$ cat src/rtl/bram_pkg.sv
// Shared definitions for the block-RAM stream reader: FSM states and default geometry.
package bram_pkg;

    localparam int DEFAULT_DATA_WIDTH = 16;
    localparam int DEFAULT_DATA_LEN   = 256;

    typedef enum logic [1:0] {
        IDLE  = 2'd0,
        RUN   = 2'd1,
        DRAIN = 2'd2
    } state_t;

endpackage

$ cat src/rtl/stream_skid2.sv
// Two-entry valid/ready buffer: head register drives the stream, tail absorbs
// the one extra word that can land while the consumer stalls.
module stream_skid2 #(
    parameter int WIDTH = 16
) (
    input  logic             clk,
    input  logic             rst,
    input  logic             push,
    input  logic [WIDTH-1:0] push_data,
    input  logic             out_ready,
    output logic [1:0]       occ,
    output logic             out_valid,
    output logic [WIDTH-1:0] out_data
);

    logic [WIDTH-1:0] head;
    logic [WIDTH-1:0] tail;
    logic [1:0]       occ_q;
    logic             take;

    assign out_valid = (occ_q != 2'd0);
    assign take      = out_valid & out_ready;
    assign occ       = occ_q;
    assign out_data  = head;

    // The reader's credit check guarantees no push arrives while full without a pop.
    always_ff @(posedge clk) begin
        if (rst) begin
            head  <= '0;
            tail  <= '0;
            occ_q <= 2'd0;
        end else begin
            unique case ({push, take})
                2'b10: begin
                    if (occ_q == 2'd0) begin
                        head <= push_data;
                    end else begin
                        tail <= push_data;
                    end
                    occ_q <= occ_q + 2'd1;
                end
                2'b01: begin
                    head  <= tail;
                    occ_q <= occ_q - 2'd1;
                end
                2'b11: begin
                    if (occ_q == 2'd1) begin
                        head <= push_data;
                    end else begin
                        head <= tail;
                        tail <= push_data;
                    end
                end
                default: begin
                end
            endcase
        end
    end

endmodule

$ cat src/rtl/bram_stream_reader.sv
// Sequential block-RAM reader presenting words on a valid/ready stream.
// Define BRAM_READER_LAST_EN to add the m_last end-of-command marker.
module bram_stream_reader
    import bram_pkg::*;
#(
    parameter int  DATA_WIDTH = DEFAULT_DATA_WIDTH,
    parameter int  DATA_LEN   = DEFAULT_DATA_LEN,
    localparam int ADDR_W     = $clog2(DATA_LEN)
) (
    input  logic                  clk,
    input  logic                  rst,
    input  logic                  start,
    input  logic [ADDR_W-1:0]     base_addr,
    input  logic [ADDR_W:0]       count,
    output logic                  busy,
    output logic                  done,
    output logic                  r_en,
    output logic [ADDR_W-1:0]     r_addr,
    input  logic [DATA_WIDTH-1:0] r_data,
    output logic [DATA_WIDTH-1:0] m_data,
    output logic                  m_valid,
    input  logic                  m_ready
`ifdef BRAM_READER_LAST_EN
    ,
    output logic                  m_last
`endif
);

    state_t            state;
    logic [ADDR_W-1:0] addr;
    logic [ADDR_W:0]   remain;
    logic              inflight;
    logic              zero_done;
    logic [1:0]        occ;
    logic              pop;
    logic [2:0]        level;
    logic              issue;
    logic              drain_empty;
    logic              final_issue;

    // Occupancy the buffer will have after this cycle; a new read only lands a cycle later.
    assign pop         = m_valid & m_ready;
    assign level       = {1'b0, occ} + {2'b00, inflight} - {2'b00, pop};
    assign issue       = (state == RUN) && (level < 3'd2);
    assign final_issue = issue && (remain == {{ADDR_W{1'b0}}, 1'b1});
    assign drain_empty = (state == DRAIN) && (occ == 2'd0) && !inflight;

    assign r_en   = issue;
    assign r_addr = addr;
    assign done   = zero_done | drain_empty;
    assign busy   = (state != IDLE) && !drain_empty;

    always_ff @(posedge clk) begin
        if (rst) begin
            state     <= IDLE;
            addr      <= '0;
            remain    <= '0;
            inflight  <= 1'b0;
            zero_done <= 1'b0;
        end else begin
            inflight  <= issue;
            zero_done <= 1'b0;
            unique case (state)
                IDLE, DRAIN: begin
                    // The done cycle of a drain doubles as an idle cycle so back-to-back commands lose nothing.
                    if (state == IDLE || drain_empty) begin
                        state <= IDLE;
                        if (start) begin
                            addr   <= base_addr;
                            remain <= count;
                            if (count != '0) begin
                                state <= RUN;
                            end else begin
                                zero_done <= 1'b1;
                            end
                        end
                    end
                end
                RUN: begin
                    if (issue) begin
                        addr   <= addr + ADDR_W'(1);
                        remain <= remain - (ADDR_W + 1)'(1);
                        if (final_issue) begin
                            state <= DRAIN;
                        end
                    end
                end
                default: begin
                    state <= IDLE;
                end
            endcase
        end
    end

`ifdef BRAM_READER_LAST_EN
    localparam int BUF_W = DATA_WIDTH + 1;
    logic             inflight_last;
    logic [BUF_W-1:0] buf_in;
    logic [BUF_W-1:0] buf_out;

    always_ff @(posedge clk) begin
        if (rst) begin
            inflight_last <= 1'b0;
        end else begin
            inflight_last <= final_issue;
        end
    end

    assign buf_in = {inflight_last, r_data};
    assign m_data = buf_out[DATA_WIDTH-1:0];
    assign m_last = buf_out[DATA_WIDTH] & m_valid;
`else
    localparam int BUF_W = DATA_WIDTH;
    logic [BUF_W-1:0] buf_in;
    logic [BUF_W-1:0] buf_out;

    assign buf_in = r_data;
    assign m_data = buf_out;
`endif

    stream_skid2 #(
        .WIDTH(BUF_W)
    ) u_skid (
        .clk      (clk),
        .rst      (rst),
        .push     (inflight),
        .push_data(buf_in),
        .out_ready(m_ready),
        .occ      (occ),
        .out_valid(m_valid),
        .out_data (buf_out)
    );

endmodule

$ cat config.mk
export PLATFORM = sky130hd
export DESIGN_NAME = bram_stream_reader
export DESIGN_NICKNAME = d
export VERILOG_FILES = /design/src/rtl/bram_pkg.sv /design/src/rtl/stream_skid2.sv /design/src/rtl/bram_stream_reader.sv
export SDC_FILE = /design/constraint.sdc
export NUM_CORES = 1
export LEC_CHECK = 0
export ABC_CLOCK_PERIOD_IN_PS = 6000
export CORE_AREA = 2 2 68 70
export DETAILED_ROUTE_END_ITERATION = 16
export DIE_AREA = 0 0 70 72
export DONT_BUFFER_PORTS = 1
export GPL_TIMING_DRIVEN = 0
export PLACE_DENSITY = 0.77
export RECOVER_POWER = 50
export SLEW_MARGIN = 20
export SYNTH_ARGS = -nofsm -noshare
export SYNTH_HDL_FRONTEND = slang
export SYNTH_SLANG_ARGS = --single-unit
$ cat constraint.sdc
create_clock -name clk -period 6 [get_ports clk]
set_clock_uncertainty 0.15 [all_clocks]
set_input_delay 0.6 -clock clk [delete_from_list [all_inputs] [get_ports clk]]
set_output_delay 0.6 -clock clk [all_outputs]
set_load 0.05 [all_outputs]
== Word level (Yosys, flattened, before mapping) ==
Index checks and enable logic that the tools add are counted.

* Bitwise gates (word level): 5
* Magnitude comparators: 1
* Add/subtract/negate cells: 6
* Equality and inequality tests: 14
* Reduce and logical (&&, ||, !) cells: 23
* Muxes and demuxes: 22

{| class="wikitable"
|+ Operators with widths
! operator !! number
|-
| $mux W16 || 4
|-
| $pmux W16 S3 || 1
|-
| $pmux W16 S2 || 1
|-
| $mux W9 || 3
|-
| $mux W8 || 3
|-
| $pmux W9 S2 || 1
|-
| $pmux W8 S2 || 1
|-
| $ne A2 B2 Y1 const B || 7
|-
| $reduce_bool A2 Y1 || 5
|-
| $eq A9 B1 Y1 const B || 1
|-
| $reduce_bool A9 Y1 || 1
|-
| $sub A9 B1 Y9 const B || 1
|-
| $add A8 B1 Y8 const B || 1
|-
| $pmux W2 S2 || 2
|-
| $eq A2 B1 Y1 const B || 3
|-
| $eq A2 B2 Y1 const B || 3
|-
| $mux W2 || 3
|-
| $reduce_and A3 Y1 || 2
|-
| $logic_and A1 B1 Y1 || 5
|-
| $logic_not A2 Y1 || 2
|-
| $reduce_and A4 Y1 || 1
|-
| $reduce_or A4 Y1 || 1
|-
| $add A2 B1 Y3 || 1
|-
| $lt A3 B2 Y1 const B || 1
|-
| other kinds (12) || 17
|}

* Bits in registers: 55
* Word-level logic and storage cells: 79
* Output and inout port bits: 28

== Depth between registers and ports, before layout ==
Gate-level depths: netlist of the first run.

* Depth after elaboration: 9
* Depth in mapped cells: 13

== Hierarchy ==
Synthesis of the first run repeated with hierarchy kept, for this count alone.

* Cell total of the unflattened synthesis: 374
* Area, all modules: 3,136.8 µm²

{| class="wikitable"
|+ Modules (own cells, without submodules)
! module !! instances !! sequential area each (µm²) !! area each (µm²) !! cells each
|-
| stream_skid2 || 1 || 680.7 || 1,712.9 || 194
|-
| bram_stream_reader || 1 || 420.4 || 1,423.9 || 180
|}

== Worst setup path before layout of the first run ==
No wires, ideal clock.

* Path type: reg-to-output
* From: register u_skid.occ_q[1], in the netlist u_skid.occ[1]
* To: output port r_en
* Slack: 2.697 ns
* Data arrival time: 2.553 ns
* Cell stages (with the launch flop): 11
* Path buffers: 3
* Required time: 5.250 ns
* Path through: dfxtp_1 > inv_1 > ha_1 > nor2b_1 > clkbuf_1 > clkbuf_1 > nand2_1 > fa_1 > or3_1 > buf_6 > clkinv_2

* Cells in the longest elaborated chain, start to end: 5
* Elaborated cells between the ends (all ways): 6
* Those cells by class: add/sub (2); order compare (1); bitwise (1); reduce/logical (2)

{| class="wikitable"
|+ RTL lines
! what !! RTL line !! RTL
|-
| start, declared || stream_skid2.sv:18 || <nowiki>logic [1:0] occ_q;</nowiki>
|-
| start signal, assigned || stream_skid2.sv:40 || <nowiki>occ_q <= occ_q + 2'd1;</nowiki>
|-
| start signal, assigned || stream_skid2.sv:44 || <nowiki>occ_q <= occ_q - 2'd1;</nowiki>
|-
| branches (longest 2 deep; another with $add A2 B1 Y3) || -- ||
|-
| $sub A3 B1 Y3 (*) || bram_stream_reader.sv:43 || <nowiki>assign level = {1'b0, occ} + {2'b00, inflight} - {2'b00, pop};</nowiki>
|-
| $lt A3 B2 Y1 (*) || bram_stream_reader.sv:44 || <nowiki>assign issue = (state == RUN) && (level < 3'd2);</nowiki>
|-
| $logic_and A1 B1 Y1 (*) || bram_stream_reader.sv:44 ||
|-
| end, declared || bram_stream_reader.sv:17 || <nowiki>output logic r_en,</nowiki>
|}

Mark *: on every way between the ends.

== Final worst setup path of the first run ==
Same ends and word-level chain as after synthesis.

==> impl_metrics.toml, run 1 <==
[timing]
whs_ns = 0.293
setup-tns-final_ns = 0
worst-slew-pin-transition_ns = 1.03
maxClockFrequency_mhz = 253
final_number_of_hold_violating_endpoints = 0
grt_setup_unrepaired = "no"
slew_headroom_pct = 30.9
max_slew_violation_count = 0
finalSetupViolCount = 0
final_period_minus_worst_setup_slack_ns = 3.96
finalCritPeriodShare_pct = 65.9

[min_path]
min_path_type = "input pin to flip-flop"

[drt]
vias_per_cell = 6.46
dr_total_vias = 2545
initialDrtViolationCount = 191
drtAntennaViolNets = 0
wire_per_inst_um = 17.5
first_pass_iters = 5
drc_errors = 0
route.final.wire_length_um = 6910

[floorplan]
design.portCount = 65
die_area_mm2 = 0.00504
die_height_um = 72
core_region_area_mm2 = 0.00426
floorplan.initialDensity_pct = 64.4
number_of_placement_rows = 24
die_x_um = 70

[synthesis]
postSynth.topFlopCell = "sky130_fd_sc_hd__dfxtp_1"
cells_after_synthesis = 334
synth_area_mm2 = 0.00275
ys.warnings.count = 0
yosys.area.top_type = "sky130_fd_sc_hd__dfxtp_1"
synth.area.top_cells = "sky130_fd_sc_hd__dfxtp_1 (40%), sky130_fd_sc_hd__nor2_1 (6.3%), sky130_fd_sc_hd__mux2i_1 (6.2%), sky130_fd_sc_hd__a311oi_1 (5.7%), sky130_fd_sc_hd__nand2_1 (4.9%)"
yosys.area.top_type_share_pct = 40.1
async_reset_ff_share_pct = 0
most_used_standard_cells_in_the_synthesized_netlist = "sky130_fd_sc_hd__dfxtp_1 (55), sky130_fd_sc_hd__nor2_1 (46), sky130_fd_sc_hd__nand2_1 (36)"
synthMostInstantiatedCell = "sky130_fd_sc_hd__dfxtp_1"
post_syn_nets = 377
ys_seq_area_share_pct = 40.1
yosys.cell_types.count = 46
synth.avg_cell_area_um2 = 8.22
synth_edf_count = 0
synth-seq-cells = 55

[clocking]
clk_tree_root_cell = "sky130_fd_sc_hd__clkbuf_8"
worstSkewPairLatency_ns = 0.31
cts.reportedPaths.clkPinSlew_ns = 0.09
hold_buffers = 0
clockBufferDepth = 2
cts-buffers-inserted = 5
cts_max_level = 2
cts_tree = "done"
cts_sinks = 55
post_cts_resize_count = 0
post_cts_buffers = 0

[global_route]
overflow = 0
gr-usage-met2_pct = 47.4
global_route.peak_usage_layer = "met2"
grt_use_total_pct = 27.6
globalRouteMet3Util_pct = 6.25
antenna_found_initial = 0
grt_first_pass_wirelength_um = 11200
grt_use_met1_pct = 34.1
grt_max_degree = 16
via_count_of_the_first_global_routing_pass = 2419

[worst_setup_path]
critical-path-max-stage-delay_ns = 0.42
startpoint_to_endpoint_class_of_the_critical_path = "flip-flop to output pin"
worstPathBufferInverterCount = 5
path_max_fanout = 10
timing.critical_path.max_delay_family = "buffers and inverters"
kind_of_end_point_of_the_critical_path = "output pin"
critPathRequiredTime_ns = 5.25
crit_arrival_ns = 3.21
worstPathCellList = "inv_1 -> ha_1 -> nor2b_1 -> clkbuf_1 -> clkbuf_1 -> nand2_1 -> fa_1 -> xnor2_1 -> or3_1 -> buf_6 -> clkinv_2"
worst_setup_path_start_kind = "flip-flop"
cpMostUsedCell = "sky130_fd_sc_hd__clkbuf_1"
timing.critical_path.slowest_stage_cell = "sky130_fd_sc_hd__fa_1"

[flow_run]
drv.max_cap_violation_count = 0

[finish]
area_growth_pct = 5.97
num-nets-final = 384
final_layout_size_suffix_gt1_share_pct = 4.97
n_fill_cell = 381
antenna_cells_inserted = 0

[placement]
routabilityCongestion = 0.926
place_hpwl_um = 4950
numPortBuffers = 0

[outcome]
outcome = "complete, no violations"

[power]
p_leak_nw = 0.997
peakVddDrop_mv = 0.268
power.density_mw_per_mm2 = 503
==> power breakdown <==
group / total (W) / internal (W) / switching [W]
clock network: 0.000221 / 0.000106 / 0.000116
registers: 0.000706 / 0.000447 / 0.000259
logic: 0.000537 / 0.000189 / 0.000348
total: 0.00146 / 0.000742 / 0.000722
==> layout make-up <==
class                           instances  area [µm²]  area share [%]
Clock buffer                            8         100            3.44
Tap cell                               52        65.1            2.24
Inverter                               10        38.8            1.33
Buffer                                 27         120            4.13
Sequential cell                        55        1100            37.8
Multi-Input combinational cell        242        1480            51.0
==> worst register-to-register path, delay by kind of cell, from the launching register on <==
kind | cells | cell delay (ns)
buffers and inverters | 5 | 1.06
and+or+nand+nor | 4 | 0.92
adders and majority gates | 2 | 0.68
DFF | 1 | 0.38
xor gates and xnor gates | 1 | 0.32
AOI/OAI and AO/OA | 1 | 0.16
==> kinds of logic after synthesis <==
group,share of synthesized area (%)
fa+ha+maj,3.01
buf+inv,5.83
flops,40.1
mux,6.20
xor+xnor,1.28
simple gates,24.3
compound gates,19.2
==> through the flow <==
stage                     total power (W)  std cells  util [%]  instance area (µm²)  worst slack [ns]
after floorplan                   0.00112        334         -                 2750              2.70
after global placement            0.00123        386      65.9                 2810              2.28
after detailed placement          0.00124        386      65.9                 2810              2.23
after CTS                         0.00146        394      68.3                 2910              2.02
after global routing              0.00154        394      68.2                 2910              1.83
final                             0.00146        394      68.2                 2910              2.04
==> final timing paths <==
kind | startpoint | to | slack (ns) | cells past startpoint
max | u_skid.occ[1] | r_en | 2.04 | 11
min reg2reg | remain[7] | remain[7] | 0.32 | 2
min | r_data[0] | u_skid.tail[0] | 0.29 | 2
max reg2reg | u_skid.occ[1] | r_addr[2] | 2.21 | 13
==> per-layer routing <==
layer / vias to the layer above / routed length, µm
li1: 1225 / -
met1: 1190 / 2790
met2: 121 / 3480
met3: 9 / 562
met4: 0 / 81
met5: - / 0
==> registers in the layout (all words and copies together), names as in the netlist <==
signal           cells
zero_done            1
r_addr               8
state                2
inflight             1
u_skid.tail         16
remain               9
u_skid.out_data     16
u_skid.occ           2
==> cell usage in the layout, fill, tap and decap left out, drive strengths merged, types with 2 or more instances in the layout <==
| master | count |
|---|---|
| nor4 | 3 |
| nor3 | 8 |
| nand2b | 2 |
| a311oi | 18 |
| nor2b | 4 |
| o32ai | 6 |
| dfxtp | 55 |
| a22oi | 3 |
| nand2 | 36 |
| nor2 | 46 |
| a221oi | 3 |
| o221ai | 2 |
| o21ai | 3 |
| nor3b | 3 |
| buf | 6 |
| o22ai | 4 |
| xnor2 | 4 |
| nand4 | 5 |
| or3 | 3 |
| mux2i | 17 |
| a21oi | 19 |
| clkbuf | 29 |
| inv | 9 |
| ha | 5 |
| a21o | 2 |
| a31oi | 2 |
| or3b | 2 |
| nor4b | 2 |
| a32oi | 4 |
| nand3 | 25 |
(Power assumes the default switching activity.)
==> run 2, diff against run 1 <==
--- a/config.mk
+++ b/config.mk
@@ -5,13 +5,13 @@
 export SDC_FILE = /design/constraint.sdc
 export NUM_CORES = 1
 export LEC_CHECK = 0
-export ABC_CLOCK_PERIOD_IN_PS = 6000
-export CORE_AREA = 2 2 68 70
+export ABC_CLOCK_PERIOD_IN_PS = 3700
+export CORE_AREA = 2 2 70 72
 export DETAILED_ROUTE_END_ITERATION = 16
-export DIE_AREA = 0 0 70 72
+export DIE_AREA = 0 0 72 74
 export DONT_BUFFER_PORTS = 1
 export GPL_TIMING_DRIVEN = 0
-export PLACE_DENSITY = 0.77
+export PLACE_DENSITY = 0.73
 export RECOVER_POWER = 50
 export SLEW_MARGIN = 20
 export SYNTH_ARGS = -nofsm -noshare
==> constraint.sdc (replaced) <==
create_clock -name clk -period 3.7 [get_ports clk]
set_clock_uncertainty 0.15 [all_clocks]
set_input_delay 0.37 -clock clk [delete_from_list [all_inputs] [get_ports clk]]
set_output_delay 0.37 -clock clk [all_outputs]
set_load 0.05 [all_outputs]
==> run 2 against run 1 <==
Compared with the run above: cell count is 0.51% higher; power is 67% higher; count of clock-buffer cells in the layout is 2 lower; worst setup slack worse by 1.8 ns; critical path depth stayed put; global-route usage is 1.6 points lower; non-clock buffer count stayed put; clock power is 83% higher; register-to-register slack worse by 1.8 ns; critical path type unchanged; largest cell class unchanged; highest routed layer unchanged.
==> impl_metrics.toml, run 2 (synthesis results as in run 1) <==
[power]
combPwrFrac_pct = 36.7
power_frac_clock_pct = 16.6
sw_frac_of_total_pct = 48.8
total_switching_power_w = 0.00119
seq_power_share_pct = 46.7
peakVddDrop_mv = 0.410
p_leak_nw = 1.02
cellInternalPower_w = 0.00125
power.density_mw_per_mm2 = 831

[floorplan]
die_height_um = 74
number_of_placement_rows = 25
die_x_um = 72
floorplan.initialDensity_pct = 59.7
die_area_mm2 = 0.00533
core_region_area_mm2 = 0.00460
design.portCount = 65

[worst_setup_path]
critical_path_depth = 11
timing.critical_path.slowest_stage_cell = "sky130_fd_sc_hd__fa_1"
worstPathBufferInverterCount = 5
startpoint_to_endpoint_class_of_the_critical_path = "flip-flop to output pin"
worstPathCellList = "inv_1 -> ha_1 -> nor2b_1 -> clkbuf_2 -> clkbuf_4 -> nand2_1 -> fa_1 -> xnor2_2 -> or3_1 -> buf_6 -> inv_4"
critPathRequiredTime_ns = 3.18
crit-reg2reg-capture = "remain[3]"
kind_of_end_point_of_the_critical_path = "output pin"
worst_setup_path_start_kind = "flip-flop"
reg2regPathDepth = 13
path_max_fanout = 10
critical-path-max-stage-delay_ns = 0.44
crit_arrival_ns = 2.95
reg2reg_from = "u_skid.occ[1]"
worstSetupEndpoint = "r_en"
setup.worst_path.start = "u_skid.occ[1]"
timing.critical_path.max_delay_family = "buffers and inverters"
reg2reg_setup_slack_ns = 0.40

[drt]
vias_per_cell = 6.43
dr_total_vias = 2545
drc_errors = 0
initialDrtViolationCount = 225
wire_per_inst_um = 17.4
drtAntennaViolNets = 0
first_pass_iters = 5
route.final.wire_length_um = 6880

[clocking]
worstSkewPairLatency_ns = 0.31
cts_max_level = 2
hold_buffers = 0
cts_tree = "done"
clockBufferDepth = 2
cts.reportedPaths.clkPinSlew_ns = 0.10
cts-buffers-inserted = 5
clk_tree_root_cell = "sky130_fd_sc_hd__clkbuf_8"
cts_sinks = 55

[finish]
n_fill_cell = 421
mostFrequentLayoutCell = "sky130_fd_sc_hd__dfxtp_1"
area_growth_pct = 7.25
antenna_cells_inserted = 0
num-nets-final = 384
final_layout_size_suffix_gt1_share_pct = 6.14
final_area_mm2 = 0.00294
layout_common_cells = "sky130_fd_sc_hd__dfxtp_1 (54), sky130_fd_sc_hd__nor2_1 (45), sky130_fd_sc_hd__nand2_1 (36), sky130_fd_sc_hd__nand3_1 (25), sky130_fd_sc_hd__clkbuf_1 (21)"

[timing]
setup-tns-final_ns = 0
max_slew_violation_count = 0
worst-slew-pin-transition_ns = 1.00
final_period_minus_worst_setup_slack_ns = 3.47
grt_setup_unrepaired = "no"
final_number_of_hold_violating_endpoints = 0
finalCritPeriodShare_pct = 93.9
maxClockFrequency_mhz = 288
slew_headroom_pct = 32.7
finalSetupViolCount = 0

[global_route]
overflow = 0
grt_use_total_pct = 26.0
antenna_found_initial = 0
grt_max_degree = 18
grt_first_pass_wirelength_um = 10900
via_count_of_the_first_global_routing_pass = 2304

[placement]
numPortBuffers = 0
place_hpwl_um = 4970
routabilityCongestion = 0.933
placed_area_mm2 = 0.00281

[flow_run]
drv.max_cap_violation_count = 0

[min_path]
min_path_type = "input pin to flip-flop"
timing.hold.worst.start = "r_data[8]"

[outcome]
outcome = "complete, no violations"
==> run 2: changes by cell type in the layout (fill, tap and decap cells not counted), sizes merged <==
cell    before  now
clkbuf      29   28
bufinv       0    1
clkinv       1    0
inv          9   11
buf          6    5
==> run 2: worst reg2reg max path, stage by stage, from the launching register on <==
cell and delay (ns):
sky130_fd_sc_hd__dfxtp_2 0.39, sky130_fd_sc_hd__inv_1 0.10, sky130_fd_sc_hd__ha_1 0.27, sky130_fd_sc_hd__nor2b_1 0.13, sky130_fd_sc_hd__clkbuf_2 0.16, sky130_fd_sc_hd__clkbuf_4 0.21
sky130_fd_sc_hd__nand2_1 0.09, sky130_fd_sc_hd__fa_1 0.44, sky130_fd_sc_hd__xnor2_2 0.18, sky130_fd_sc_hd__or3_1 0.34, sky130_fd_sc_hd__buf_6 0.15, sky130_fd_sc_hd__inv_4 0.20
sky130_fd_sc_hd__o22ai_1 0.15, sky130_fd_sc_hd__a221oi_2 0.30
==> run 2: routing by layer <==
metal | share of wire [%] | track usage, % | wire length (µm)
met5 | 0 | 0 | 0
met4 | 0.52 | 7.34 | 36
met3 | 9.6 | 5.96 | 659
met2 | 46 | 41.0 | 3170
met1 | 44 | 36.1 | 3020
==> run 2: final cells by class <==
type	count	area (µm²)	share of cell area [%]
Clock buffer	6	72.6	2.46
Multi-Input combinational cell	242	1500	50.9
Tap cell	54	67.6	2.29
Buffer	27	124	4.21
Clock inverter	2	38.8	1.32
Sequential cell	55	1100	37.4
Inverter	10	40.0	1.36
==> run 2: what timing repair did <==
action / in CTS / in global routing
buffers inserted: 0 / 0
endpoints found under the setup margin: 7 / 15
cloned: 0 / 0
resized for setup: 2 / 7
pin swaps: 0 / 0
==> run 2: worst min-delay path by stage <==
stage	to	slack (ns)	cells after the start
2_1_floorplan	remain[7]	0.28	2
3_5_place_dp	remain[7]	0.30	2
6_report	u_skid.tail[8]	0.06	2
4_1_cts	u_skid.tail[14]	0.05	2
5_1_grt	u_skid.tail[8]	0.05	2
3_3_place_gp	remain[7]	0.30	2
==> run 2: metrics by stage <==
stage	std cells	util, %	worst slack [ns]	total power, W	hold WS (ns)
6_report	396	64.0	0.227	0.00245	0.0593
5_1_grt	396	64.0	0.0469	0.00260	0.0493
4_1_cts	396	63.7	0.0726	0.00241	0.0544
3_5_place_dp	388	61.2	-0.126	0.00201	0.299
3_3_place_gp	388	61.2	-0.0604	0.00199	0.295
2_1_floorplan	334	-	0.498	0.00181	0.285
==> run 2: power by group through the flow <==
stage | Clock, W | Sequential [W] | Combinational [W]
floorplan | 0 | 0.00112 | 0.000690
global route | 0.000437 | 0.00116 | 0.000997
finish | 0.000405 | 0.00114 | 0.000897
CTS | 0.000409 | 0.00114 | 0.000865
detailed placement | 0 | 0.00115 | 0.000861
global placement | 0 | 0.00115 | 0.000844
==> run 3, diff against run 2 <==
--- a/config.mk
+++ b/config.mk
@@ -6,14 +6,15 @@
 export NUM_CORES = 1
 export LEC_CHECK = 0
 export ABC_CLOCK_PERIOD_IN_PS = 3700
-export CORE_AREA = 2 2 70 72
+export CORE_AREA = 2 2 74 76
 export DETAILED_ROUTE_END_ITERATION = 16
-export DIE_AREA = 0 0 72 74
+export DIE_AREA = 0 0 76 78
 export DONT_BUFFER_PORTS = 1
 export GPL_TIMING_DRIVEN = 0
-export PLACE_DENSITY = 0.73
+export PLACE_DENSITY = 0.74
 export RECOVER_POWER = 50
 export SLEW_MARGIN = 20
 export SYNTH_ARGS = -nofsm -noshare
 export SYNTH_HDL_FRONTEND = slang
+export SYNTH_HIERARCHICAL = 1
 export SYNTH_SLANG_ARGS = --single-unit
==> run 3 against run 2 <==
Compared with the run above: fmax decreased by 3.3%; combinational power rose by 51%; clock power is 19% lower; critical endpoint unchanged.
==> impl_metrics.toml, run 3 <==
[outcome]
outcome = "complete, no violations"

[synthesis]
synth.avg_cell_area_um2 = 8.39
ys.warnings.count = 6
synth_edf_count = 0
ys_seq_area_share_pct = 35.1
yosys.cell_types.count = 59
async_reset_ff_share_pct = 0
cells_after_synthesis = 374
synthMostInstantiatedCell = "sky130_fd_sc_hd__dfxtp_1"
yosys.area.top_type_share_pct = 35.1
synth_area_mm2 = 0.00314
postSynth.topFlopCell = "sky130_fd_sc_hd__dfxtp_1"
synth.area.top_cells = "sky130_fd_sc_hd__dfxtp_1 (35%), sky130_fd_sc_hd__o21ai_0 (5.7%), sky130_fd_sc_hd__nand3_1 (5.6%), sky130_fd_sc_hd__a311oi_2 (4.8%), sky130_fd_sc_hd__a21oi_1 (4.5%)"
synth-seq-cells = 55
yosys.area.top_type = "sky130_fd_sc_hd__dfxtp_1"
post_syn_nets = 423
most_used_standard_cells_in_the_synthesized_netlist = "sky130_fd_sc_hd__dfxtp_1 (55), sky130_fd_sc_hd__o21ai_0 (36), sky130_fd_sc_hd__nand3_1 (35)"

[drt]
dr_total_vias = 3003
drc_errors = 0
drtAntennaViolNets = 0
first_pass_iters = 5
initialDrtViolationCount = 225
wire_per_inst_um = 18.3
vias_per_cell = 6.64
route.final.wire_length_um = 8270

[worst_setup_path]
critical_path_depth = 9
kind_of_end_point_of_the_critical_path = "output pin"
path_max_fanout = 8
worst_setup_path_start_kind = "flip-flop"
worstPathBufferInverterCount = 3
critPathRequiredTime_ns = 3.18
reg2regPathDepth = 10
crit_arrival_ns = 3.07
timing.critical_path.max_delay_family = "adder cells"
timing.critical_path.slowest_stage_cell = "sky130_fd_sc_hd__fa_2"
cpMostUsedCell = "sky130_fd_sc_hd__clkinvlp_4"
critical-path-max-stage-delay_ns = 0.49
setup.worst_path.start = "u_skid/occ[0]"
startpoint_to_endpoint_class_of_the_critical_path = "flip-flop to output pin"
reg2reg_from = "u_skid/occ[0]"
worstPathCellList = "inv_1 -> ha_4 -> clkinvlp_4 -> and2_4 -> ha_1 -> nor2b_2 -> fa_2 -> or3_4 -> clkinvlp_4"

[clocking]
cts.reportedPaths.clkPinSlew_ns = 0.10
clk_tree_root_cell = "sky130_fd_sc_hd__clkbuf_8"
worstSkewPairLatency_ns = 0.31
post_cts_buffers = 0
clockBufferDepth = 2
cts_max_level = 2
cts-buffers-inserted = 5
cts_tree = "done"
hold_buffers = 0
cts_sinks = 55

[floorplan]
core_region_area_mm2 = 0.00504
number_of_placement_rows = 26
die_x_um = 76
floorplan.initialDensity_pct = 62.2
die_height_um = 78
design.portCount = 65
die_area_mm2 = 0.00593

[power]
p_leak_nw = 1.17
sw_frac_of_total_pct = 52.2
combPwrFrac_pct = 45.5
peakVddDrop_mv = 0.388
power_frac_clock_pct = 11.1
power.density_mw_per_mm2 = 890
cellInternalPower_w = 0.00142
p_total_w = 0.00298
seq_power_share_pct = 43.5
total_switching_power_w = 0.00156

[min_path]
timing.hold.worst.start = "r_data[11]"
min_path_type = "input pin to flip-flop"
min_path_cells = 2

[timing]
final_period_minus_worst_setup_slack_ns = 3.59
maxClockFrequency_mhz = 278
grt_setup_unrepaired = "no"
setup-tns-final_ns = 0
final_number_of_hold_violating_endpoints = 0
finalSetupViolCount = 0
slew_headroom_pct = 54.3
finalCritPeriodShare_pct = 97.1
worst-slew-pin-transition_ns = 0.684
max_slew_violation_count = 0

[flow_run]
drv.max_cap_violation_count = 0

[global_route]
antenna_found_initial = 0
grt_first_pass_wirelength_um = 13500
overflow = 0
grt_max_degree = 17
grt_use_total_pct = 28.1
via_count_of_the_first_global_routing_pass = 2868

[placement]
numPortBuffers = 0
routabilityCongestion = 0.898
place_hpwl_um = 5880

[finish]
layout.core_utilization_pct = 66.4
mostFrequentLayoutCell = "sky130_fd_sc_hd__dfxtp_1"
final_layout_size_suffix_gt1_share_pct = 14.1
area_growth_pct = 6.78
n_fill_cell = 432
num-nets-final = 430
layout_common_cells = "sky130_fd_sc_hd__dfxtp_1 (53), sky130_fd_sc_hd__o21ai_0 (36), sky130_fd_sc_hd__nand3_1 (35), sky130_fd_sc_hd__nor2_1 (33), sky130_fd_sc_hd__a21oi_1 (28)"
antenna_cells_inserted = 0
==> run 3: cell count changes in the layout (fill, tap and decap cells not counted), sizes merged, moves of 10 or more <==
cell   change
o21ai     +33
mux2i     -17
nand2     -17
nand3     +15
nor2      -13
buf       +10
==> run 3: final timing paths <==
path | to | slack, ns
max reg2reg | remain[3] | 0.22
min | u_skid/tail[11] | 0.04
max | r_en | 0.11
min reg2reg | u_skid/tail[7] | 0.33
==> run 3: metrics by stage <==
step	hold slack [ns]	worst slack [ns]	instance area, µm²	std cells
after floorplan	0.298	0.326	3140	374
after global placement	0.306	0.0754	3220	444
after detailed placement	0.313	0.0381	3220	444
after CTS	0.0343	0.000683	3330	452
after global routing	0.0391	0.0115	3350	452
final	0.0391	0.108	3350	452
==> run 3: timing repair <==
action,CTS,global route
pin swaps,0,3
setup endpoints to repair,1,12
resized for setup,5,7
==> run 3: cell families after synthesis <==
family	count (synthesis)	share of synthesized area, %
muxes	1	0.479
buffers and inverters	43	7.02
adders and majority gates	12	5.03
DFF	55	35.1
AOI/OAI and AO/OA	123	29.1
and+or+nand+nor	138	22.7
xor gates and xnor gates	2	0.559
==> run 3: power by group through the flow <==
stage | clock network, W | registers (W) | logic, W
final | 0.000330 | 0.00130 | 0.00135
after global routing | 0.000355 | 0.00132 | 0.00149
after CTS | 0.000339 | 0.00129 | 0.00131
after detailed placement | 0 | 0.00130 | 0.00126
after global placement | 0 | 0.00130 | 0.00124
after floorplan | 0 | 0.00126 | 0.00104
==> run 3: routing by layer <==
metal / GRT usage [%] / vias to the layer above / routed length, µm
met3: 7.44 / 11 / 911
met5: 0 / - / 0
met4: 8.00 / 0 / 108
met2: 45.5 / 156 / 3720
met1: 37.3 / 1429 / 3530
li1: - / 1407 / -
==> run 3: area by class of cell <==
type / count / area (µm²) / share of cell area, %
flip-flops and latches: 55 / 1100 / 32.9
clock buffers: 6 / 72.6 / 2.17
multi-input cells: 276 / 1850 / 55.2
plain buffers: 28 / 161 / 4.82
inverters: 15 / 63.8 / 1.91
well taps: 70 / 87.6 / 2.61
clock inverters: 2 / 12.5 / 0.374
